[src/rtl/permutation_sequencer.sv]
// rtl/permutation_sequencer.sv - round sequencer for the permutation datapath (start/done handshake)
// Optional completed-permutation counter on perm_count_o when PERM_CNT_EN is defined.
module permutation_sequencer #(
   parameter int ROUNDS_A = 12,
   parameter int ROUNDS_B = 6,
   parameter int ROUND_W  = 4
) (
   input  logic               clock_i,
   input  logic               resetb_i,
   input  logic               start_i,
   input  logic               mode_i,
   output logic [ROUND_W-1:0] round_o,
   output logic               input_mode_o,
   output logic               enable_o,
   output logic               last_round_o,
   output logic               busy_o,
`ifdef PERM_CNT_EN
   output logic               done_o,
   output logic [15:0]        perm_count_o
`else
   output logic               done_o
`endif
);

   typedef enum logic [1:0] {S_IDLE, S_RUN, S_DONE} state_t;

   localparam logic [ROUND_W-1:0] FIRST_A = ROUND_W'(12 - ROUNDS_A);
   localparam logic [ROUND_W-1:0] FIRST_B = ROUND_W'(12 - ROUNDS_B);
   localparam logic [ROUND_W-1:0] LAST    = ROUND_W'(11);

   generate
      if ((ROUNDS_A < 1) || (ROUNDS_A > 12) || (ROUNDS_B < 1) || (ROUNDS_B > 12)) begin : g_bad_rounds
         $error("permutation_sequencer: ROUNDS_A and ROUNDS_B must be in 1..12");
      end
   endgenerate

   state_t             r_state, w_state_nxt;
   logic [ROUND_W-1:0] r_round, w_round_nxt, w_first;
   logic               r_input_mode, w_input_mode_nxt;
   logic               r_enable, w_enable_nxt;
   logic               r_last, w_last_nxt;
   logic               r_busy, w_busy_nxt;
   logic               r_done, w_done_nxt;

   assign w_first = mode_i ? FIRST_B : FIRST_A;

   always_ff @(posedge clock_i or negedge resetb_i) begin
      if (!resetb_i) begin
         r_state      <= S_IDLE;
         r_round      <= '0;
         r_input_mode <= 1'b1;
         r_enable     <= 1'b0;
         r_last       <= 1'b0;
         r_busy       <= 1'b0;
         r_done       <= 1'b0;
      end else begin
         r_state      <= w_state_nxt;
         r_round      <= w_round_nxt;
         r_input_mode <= w_input_mode_nxt;
         r_enable     <= w_enable_nxt;
         r_last       <= w_last_nxt;
         r_busy       <= w_busy_nxt;
         r_done       <= w_done_nxt;
      end
   end

   // Outputs are registered, so each branch computes the values seen in the following cycle.
   always_comb begin
      w_state_nxt      = r_state;
      w_round_nxt      = r_round;
      w_input_mode_nxt = 1'b1;
      w_enable_nxt     = 1'b0;
      w_last_nxt       = 1'b0;
      w_busy_nxt       = 1'b0;
      w_done_nxt       = 1'b0;
      case (r_state)
         S_IDLE: begin
            if (start_i) begin
               w_state_nxt  = S_RUN;
               w_round_nxt  = w_first;
               w_enable_nxt = 1'b1;
               w_busy_nxt   = 1'b1;
               w_last_nxt   = (w_first == LAST);
            end
         end
         S_RUN: begin
            if (r_round == LAST) begin
               w_state_nxt = S_DONE;
               w_done_nxt  = 1'b1;
            end else begin
               w_round_nxt      = r_round + 1'b1;
               w_input_mode_nxt = 1'b0;
               w_enable_nxt     = 1'b1;
               w_busy_nxt       = 1'b1;
               w_last_nxt       = ((r_round + 1'b1) == LAST);
            end
         end
         S_DONE: begin
            w_state_nxt = S_IDLE;
         end
         default: begin
            w_state_nxt = S_IDLE;
         end
      endcase
   end

`ifdef PERM_CNT_EN
   logic [15:0] r_perm_count;

   always_ff @(posedge clock_i or negedge resetb_i) begin
      if (!resetb_i) begin
         r_perm_count <= '0;
      end else if ((r_state == S_RUN) && (w_state_nxt == S_DONE) && (r_perm_count != 16'hFFFF)) begin
         r_perm_count <= r_perm_count + 16'd1;
      end
   end

   assign perm_count_o = r_perm_count;
`endif

   assign round_o      = r_round;
   assign input_mode_o = r_input_mode;
   assign enable_o     = r_enable;
   assign last_round_o = r_last;
   assign busy_o       = r_busy;
   assign done_o       = r_done;

endmodule

[config.mk]
export PLATFORM = sky130hd
export DESIGN_NAME = permutation_sequencer
export DESIGN_NICKNAME = d
export VERILOG_FILES = /design/src/rtl/permutation_sequencer.sv
export SDC_FILE = /design/constraint.sdc
export NUM_CORES = 1
export LEC_CHECK = 0
export BUFFER_PORTS_ARGS = -buffer_cell sky130_fd_sc_hd__buf_2
export CAP_MARGIN = 20
export CORE_AREA = 5 5 42 44
export DETAILED_ROUTE_END_ITERATION = 10
export DIE_AREA = 0 0 47 49
export GPL_TIMING_DRIVEN = 0
export MAX_ROUTING_LAYER = met4
export PLACE_DENSITY = 0.57
export SLEW_MARGIN = 20
export SYNTH_ARGS = -nofsm -noshare
export SYNTH_HDL_FRONTEND = slang
export SYNTH_SLANG_ARGS = --single-unit
[constraint.sdc]
create_clock -name clock_i -period 2 [get_ports clock_i]
set_input_delay 0.4 -clock clock_i [delete_from_list [all_inputs] [get_ports clock_i]]
set_output_delay 0.4 -clock clock_i [all_outputs]
set_load 0.05 [all_outputs]
==> results of run 1 <==
[final cells by class]
cell class	instances	area, sq um
plain buffers	2	15.0
multi-input cells	27	220
clock buffers	4	36.3
inverters	3	11.3
flip-flops and latches	10	251
repair buffers	13	70.1
fillers	148	777
well taps	16	20.0
[tightest hold or removal path, cell delays in order]
cell	delay, ps
buf_2	80
mux2i_1	50
a21oi_1	120
[how the worst max path moves through the flow]
stage,start,endpoint,cells after the start
final,round_o[0],round_o[1],4
after global routing,round_o[0],round_o[1],4
after CTS,round_o[1],round_o[1],4
after detailed placement,round_o[1],round_o[1],4
after global placement,round_o[1],round_o[1],4
after floorplan,round_o[0],round_o[1],4
[synth_stat cells (2+ instances only)]
| master | count | area share, % |
|---|---|---|
| xnor2_1 | 2 | 3.5 |
| ha_1 | 2 | 5.0 |
| mux2i_1 | 2 | 4.0 |
| nand2_1 | 3 | 2.3 |
| and3_2 | 2 | 3.0 |
| nand3_1 | 2 | 2.0 |
| inv_1 | 3 | 2.3 |
| dfrtp_1 | 9 | 45 |
[timing repair]
| item | 4_1_cts | 5_1_grt |
|---|---|---|
| endpoints found under the setup margin | 0 | 0 |
| endpoints found under the hold margin | 9 | 0 |
| buffers inserted | 0 | 0 |
| hold buffers | 1 | 0 |
[sequential cells by signal (all words and copies together) (netlist names)]
register      flops
busy_o            1
done_o            1
input_mode_o      1
last_round_o      1
r_state           2
round_o           4
[kinds of logic after synthesis]
group	after synthesis	synth area share, %
fa+ha+maj	2	5.02
compound gates	6	11.8
simple gates	14	16.8
flops	10	50.5
buf+inv	5	5.28
xor+xnor	2	3.52
mux	3	7.03
[per-stage QoR]
step	instance area, sq um	std cells	utilization [%]	setup WS (ps)	hold WS [ps]
floorplan	498	42	-	83.9	104
global placement	578	70	41.3	207	270
detailed placement	578	70	41.3	207	276
CTS	624	75	44.6	193	439
global route	624	75	44.6	132	464
finish	624	75	44.6	220	441
[per-layer routing]
layer	vias to the layer above	track usage (%)	routed length (um)
met5	-	-	0
met4	0	4.15	0
met3	0	3.32	64
met2	11	13.3	399
met1	177	13.5	452
li1	182	-	-
==> flow_summary.json, run 1 <==
{
  "rsz0062_at_grt": "no",
  "drtIter0Drc": 1,
  "port_buffers": 12,
  "ant_nets": 0,
  "cp_data_required_time_ps": 2140,
  "routed-via-count": 370,
  "crit_fanout": 5,
  "first_global_vias": 366,
  "synth_seq_cells": 10,
  "hpwl_um": 712,
  "track_usage_pct": 9.97,
  "min_from": "mode_i",
  "start_kind": "flop",
  "coreArea_sq_mm": 0.00140,
  "end_kind": "flop",
  "antenna_found_initial": 0,
  "cp.buffers_inverters": 0,
  "synthesis.area_sq_um": 498,
  "max_slew_margin_pct": 74.4,
  "grt_overflow": 0,
  "regToRegEndpoint": "round_o[1]",
  "cts_max_level": 1,
  "tns_ps": 0,
  "initial_core_util_pct": 35.5,
  "grt_pass1_wl_mm": 1.62,
  "drtPass1Iterations": 2,
  "ctsRootBufferMaster": "clkbuf_4",
  "io_pins": 13,
  "syn_inst": 42,
  "max_stage_delay_ps": 430,
  "outcome": "completed",
  "hold_path.class": "primary input to flop",
  "die-area_sq_mm": 0.00230,
  "fmax_mhz": 562,
  "synthArstFlopShare_pct": 100,
  "num_antenna_cells": 0,
  "synthesis.nets": 48,
  "cts_resized": 0,
  "fin_crit_ps": 1780,
  "cts_buffer_depth": 2,
  "syn_avg_cell_area_sq_um": 11.9,
  "drc": 0,
  "hold_viol_final": 0,
  "layout_common_cells": "12 x buf_2, 9 x dfrtp_1, 4 x clkbuf_4, 3 x inv_1, 3 x nand2_1",
  "critical-path-slowest-cell": "a311oi_4",
  "routed_via_density": 4.93,
  "holdPathEnd": "round_o[2]",
  "critical_path_class": "flop to flop",
  "grt_max_degree": 11,
  "tightest_slew_ps": 384,
  "numCtsBuffers": 3,
  "syn_to_final_growth_pct": 25.4,
  "period_share_pct": 89.0,
  "cts_tree": "built",
  "synth.distinct_cells": 25,
  "clk_latency_ps": 260,
  "fp.dieW_um": 47,
  "finalSetupViolCount": 0,
  "wirelength_um": 916,
  "gp_congestion": 0.686,
  "drive_above_1_share_pct": 42.4,
  "clk_pin_slew_ps": 70,
  "synth_edf_count": 0,
  "final_common_cell": "buf_2",
  "ys_warn_count": 0,
  "cp_cell_sequence": "ha_1 -> nor2b_2 -> a311oi_4 -> mux2_4",
  "nets": 66,
  "clock-sinks": 10,
  "wire_per_inst_um": 12.2,
  "whs_path_depth": 3,
  "reg2reg_setup_slack_ps": 220,
  "crit_family": "compound AO/OA/AOI/OAI gates",
  "rows": 14,
  "ys.flop_type": "dfrtp_1",
  "synth_seq_area_share_pct": 50.5,
  "drv_slew": 0,
  "r2r-start": "round_o[0]",
  "cp_data_arrival_time_ps": 1920,
  "reg2reg_depth": 4,
  "die_h_um": 49,
  "max_cap_violations": 0,
  "finClkSkew_ps": 5.65
}
Power of run 1 is left out: the tool's default activity adds up to more than one toggle a clock period on the data nets, which glitch-free logic cannot reach.
==> inputs of run 2 (changes only) <==
--- a/config.mk
+++ b/config.mk
@@ -13,6 +13,7 @@
 export GPL_TIMING_DRIVEN = 0
 export MAX_ROUTING_LAYER = met4
 export PLACE_DENSITY = 0.57
+export RECOVER_POWER = 100
 export SLEW_MARGIN = 20
 export SYNTH_ARGS = -nofsm -noshare
 export SYNTH_HDL_FRONTEND = slang
==> run 2 against run 1 <==
  * Non-clock buffer count unchanged
  * Clock-buffer cell count unchanged
  * Worst hold slack better by 0.97 ps
  * Utilization down 1.6 points
  * Critical path depth unchanged
  * Largest cell class unchanged
  * Clock skew down 0.53 ps
  * Via count up 0.54%
  * Highest routed layer unchanged
  * Sequential share of layout area up 1.5 points
  * Global-route usage unchanged
==> flow_summary.json, run 2 (synthesis results as in run 1) <==
{
  "antenna_found_initial": 0,
  "ant_nets": 0,
  "die_h_um": 49,
  "fmax_mhz": 555,
  "rsz0062_at_grt": "no",
  "syn_to_final_growth_pct": 20.9,
  "max_slew_margin_pct": 60.4,
  "gp_congestion": 0.686,
  "layout_common_cells": "11 x clkbuf_1, 9 x dfrtp_1, 3 x inv_1, 3 x nand2_1, 3 x clkbuf_4",
  "tns_ps": 0,
  "num_antenna_cells": 0,
  "die-area_sq_mm": 0.00230,
  "rows": 14,
  "cp.buffers_inverters": 0,
  "drtIter0Drc": 0,
  "whs_path_depth": 3,
  "hold_viol_final": 0,
  "track_usage_pct": 9.97,
  "clock-sinks": 10,
  "grt_max_degree": 11,
  "numCtsBuffers": 3,
  "crit_family": "compound AO/OA/AOI/OAI gates",
  "max_stage_delay_ps": 430,
  "port_buffers": 12,
  "max_cap_violations": 0,
  "routed_via_density": 4.96,
  "clk_pin_slew_ps": 70,
  "fin_crit_ps": 1800,
  "fp.dieW_um": 47,
  "grt_overflow": 0,
  "initial_core_util_pct": 35.5,
  "finalSetupViolCount": 0,
  "cts_buffer_depth": 2,
  "r2r-start": "round_o[0]",
  "hpwl_um": 712,
  "coreArea_sq_mm": 0.00140,
  "critical_path_class": "flop to flop",
  "hold_path.class": "primary input to flop",
  "cp_data_required_time_ps": 2140,
  "crit_fanout": 5,
  "finClkSkew_ps": 5.12,
  "cts_tree": "built",
  "holdPathEnd": "round_o[2]",
  "nets": 66,
  "grt_pass1_wl_mm": 1.62,
  "critical-path-slowest-cell": "a311oi_4",
  "reg2reg_setup_slack_ps": 200,
  "drtPass1Iterations": 1,
  "drive_above_1_share_pct": 20.3,
  "first_global_vias": 366,
  "largest_register_ffs": 4,
  "final_common_cell": "clkbuf_1",
  "drv_slew": 0,
  "cp_data_arrival_time_ps": 1940,
  "wire_per_inst_um": 12.1,
  "tightest_slew_ps": 597,
  "cts_setup_buffers": 0,
  "end_kind": "flop",
  "io_pins": 13,
  "routed-via-count": 372,
  "reg2reg_depth": 4,
  "regToRegEndpoint": "round_o[1]",
  "cts_max_level": 1,
  "cp_cell_sequence": "ha_1 -> nor2b_1 -> a311oi_4 -> mux2_1",
  "period_share_pct": 90.1,
  "clk_latency_ps": 260,
  "wirelength_um": 905,
  "nFillCells": 156,
  "min_from": "mode_i",
  "ctsRootBufferMaster": "clkbuf_4",
  "outcome": "completed",
  "start_kind": "flop",
  "drc": 0
}
==> run 2: cell count changes in the layout (fill, tap and decap cells not counted), sizes merged <==
cell and change:
buf -10, clkbuf +10
==> run 2: worst max-delay path by stage <==
stage / from / endpoint / slack [ps] / cells after the start
6_report: round_o[0] / round_o[1] / 200 / 4
5_1_grt: round_o[0] / round_o[1] / 90 / 4
4_1_cts: round_o[1] / round_o[1] / 190 / 4
3_5_place_dp: round_o[1] / round_o[1] / 210 / 4
3_3_place_gp: round_o[1] / round_o[1] / 210 / 4
2_1_floorplan: round_o[0] / round_o[1] / 80 / 4
==> run 2: timing repair <==
action,4_1_cts,5_1_grt
hold buffers,1,0
resized for setup,0,0
hold endpoints to repair,9,0
==> run 2: tightest hold or removal path, delay by kind of cell <==
kind	cells	cell delay, ps
mux	1	50
buf+inv	1	80
compound gates	1	120
==> run 2: metal layers <==
metal	vias up	track usage, %	wire (um)
li1	183	-	-
met3	0	3.32	79
met4	0	4.15	0
met2	11	13.3	407
met1	178	13.5	417
met5	-	-	0
==> run 2: cell type report <==
| cell class | instances | area [sq um] | share of cell area, % |
|---|---|---|---|
| clock buffers | 4 | 36.3 | 6.03 |
| inverters | 3 | 11.3 | 1.87 |
| flip-flops and latches | 10 | 251 | 41.8 |
| multi-input cells | 27 | 214 | 35.6 |
| repair buffers | 13 | 57.6 | 9.56 |
| plain buffers | 2 | 11.3 | 1.87 |
| well taps | 16 | 20.0 | 3.33 |
==> run 2: per-stage QoR <==
stage | instances | utilization (%) | area [sq um] | setup WS [ps] | hold WS (ps)
floorplan | 42 | - | 498 | 83.9 | 104
CTS | 75 | 44.6 | 624 | 193 | 439
finish | 75 | 42.9 | 602 | 198 | 441
detailed placement | 70 | 41.3 | 578 | 207 | 276
global route | 75 | 42.9 | 602 | 92.1 | 464
global placement | 70 | 41.3 | 578 | 207 | 270
Power of run 2 is left out for the same reason.
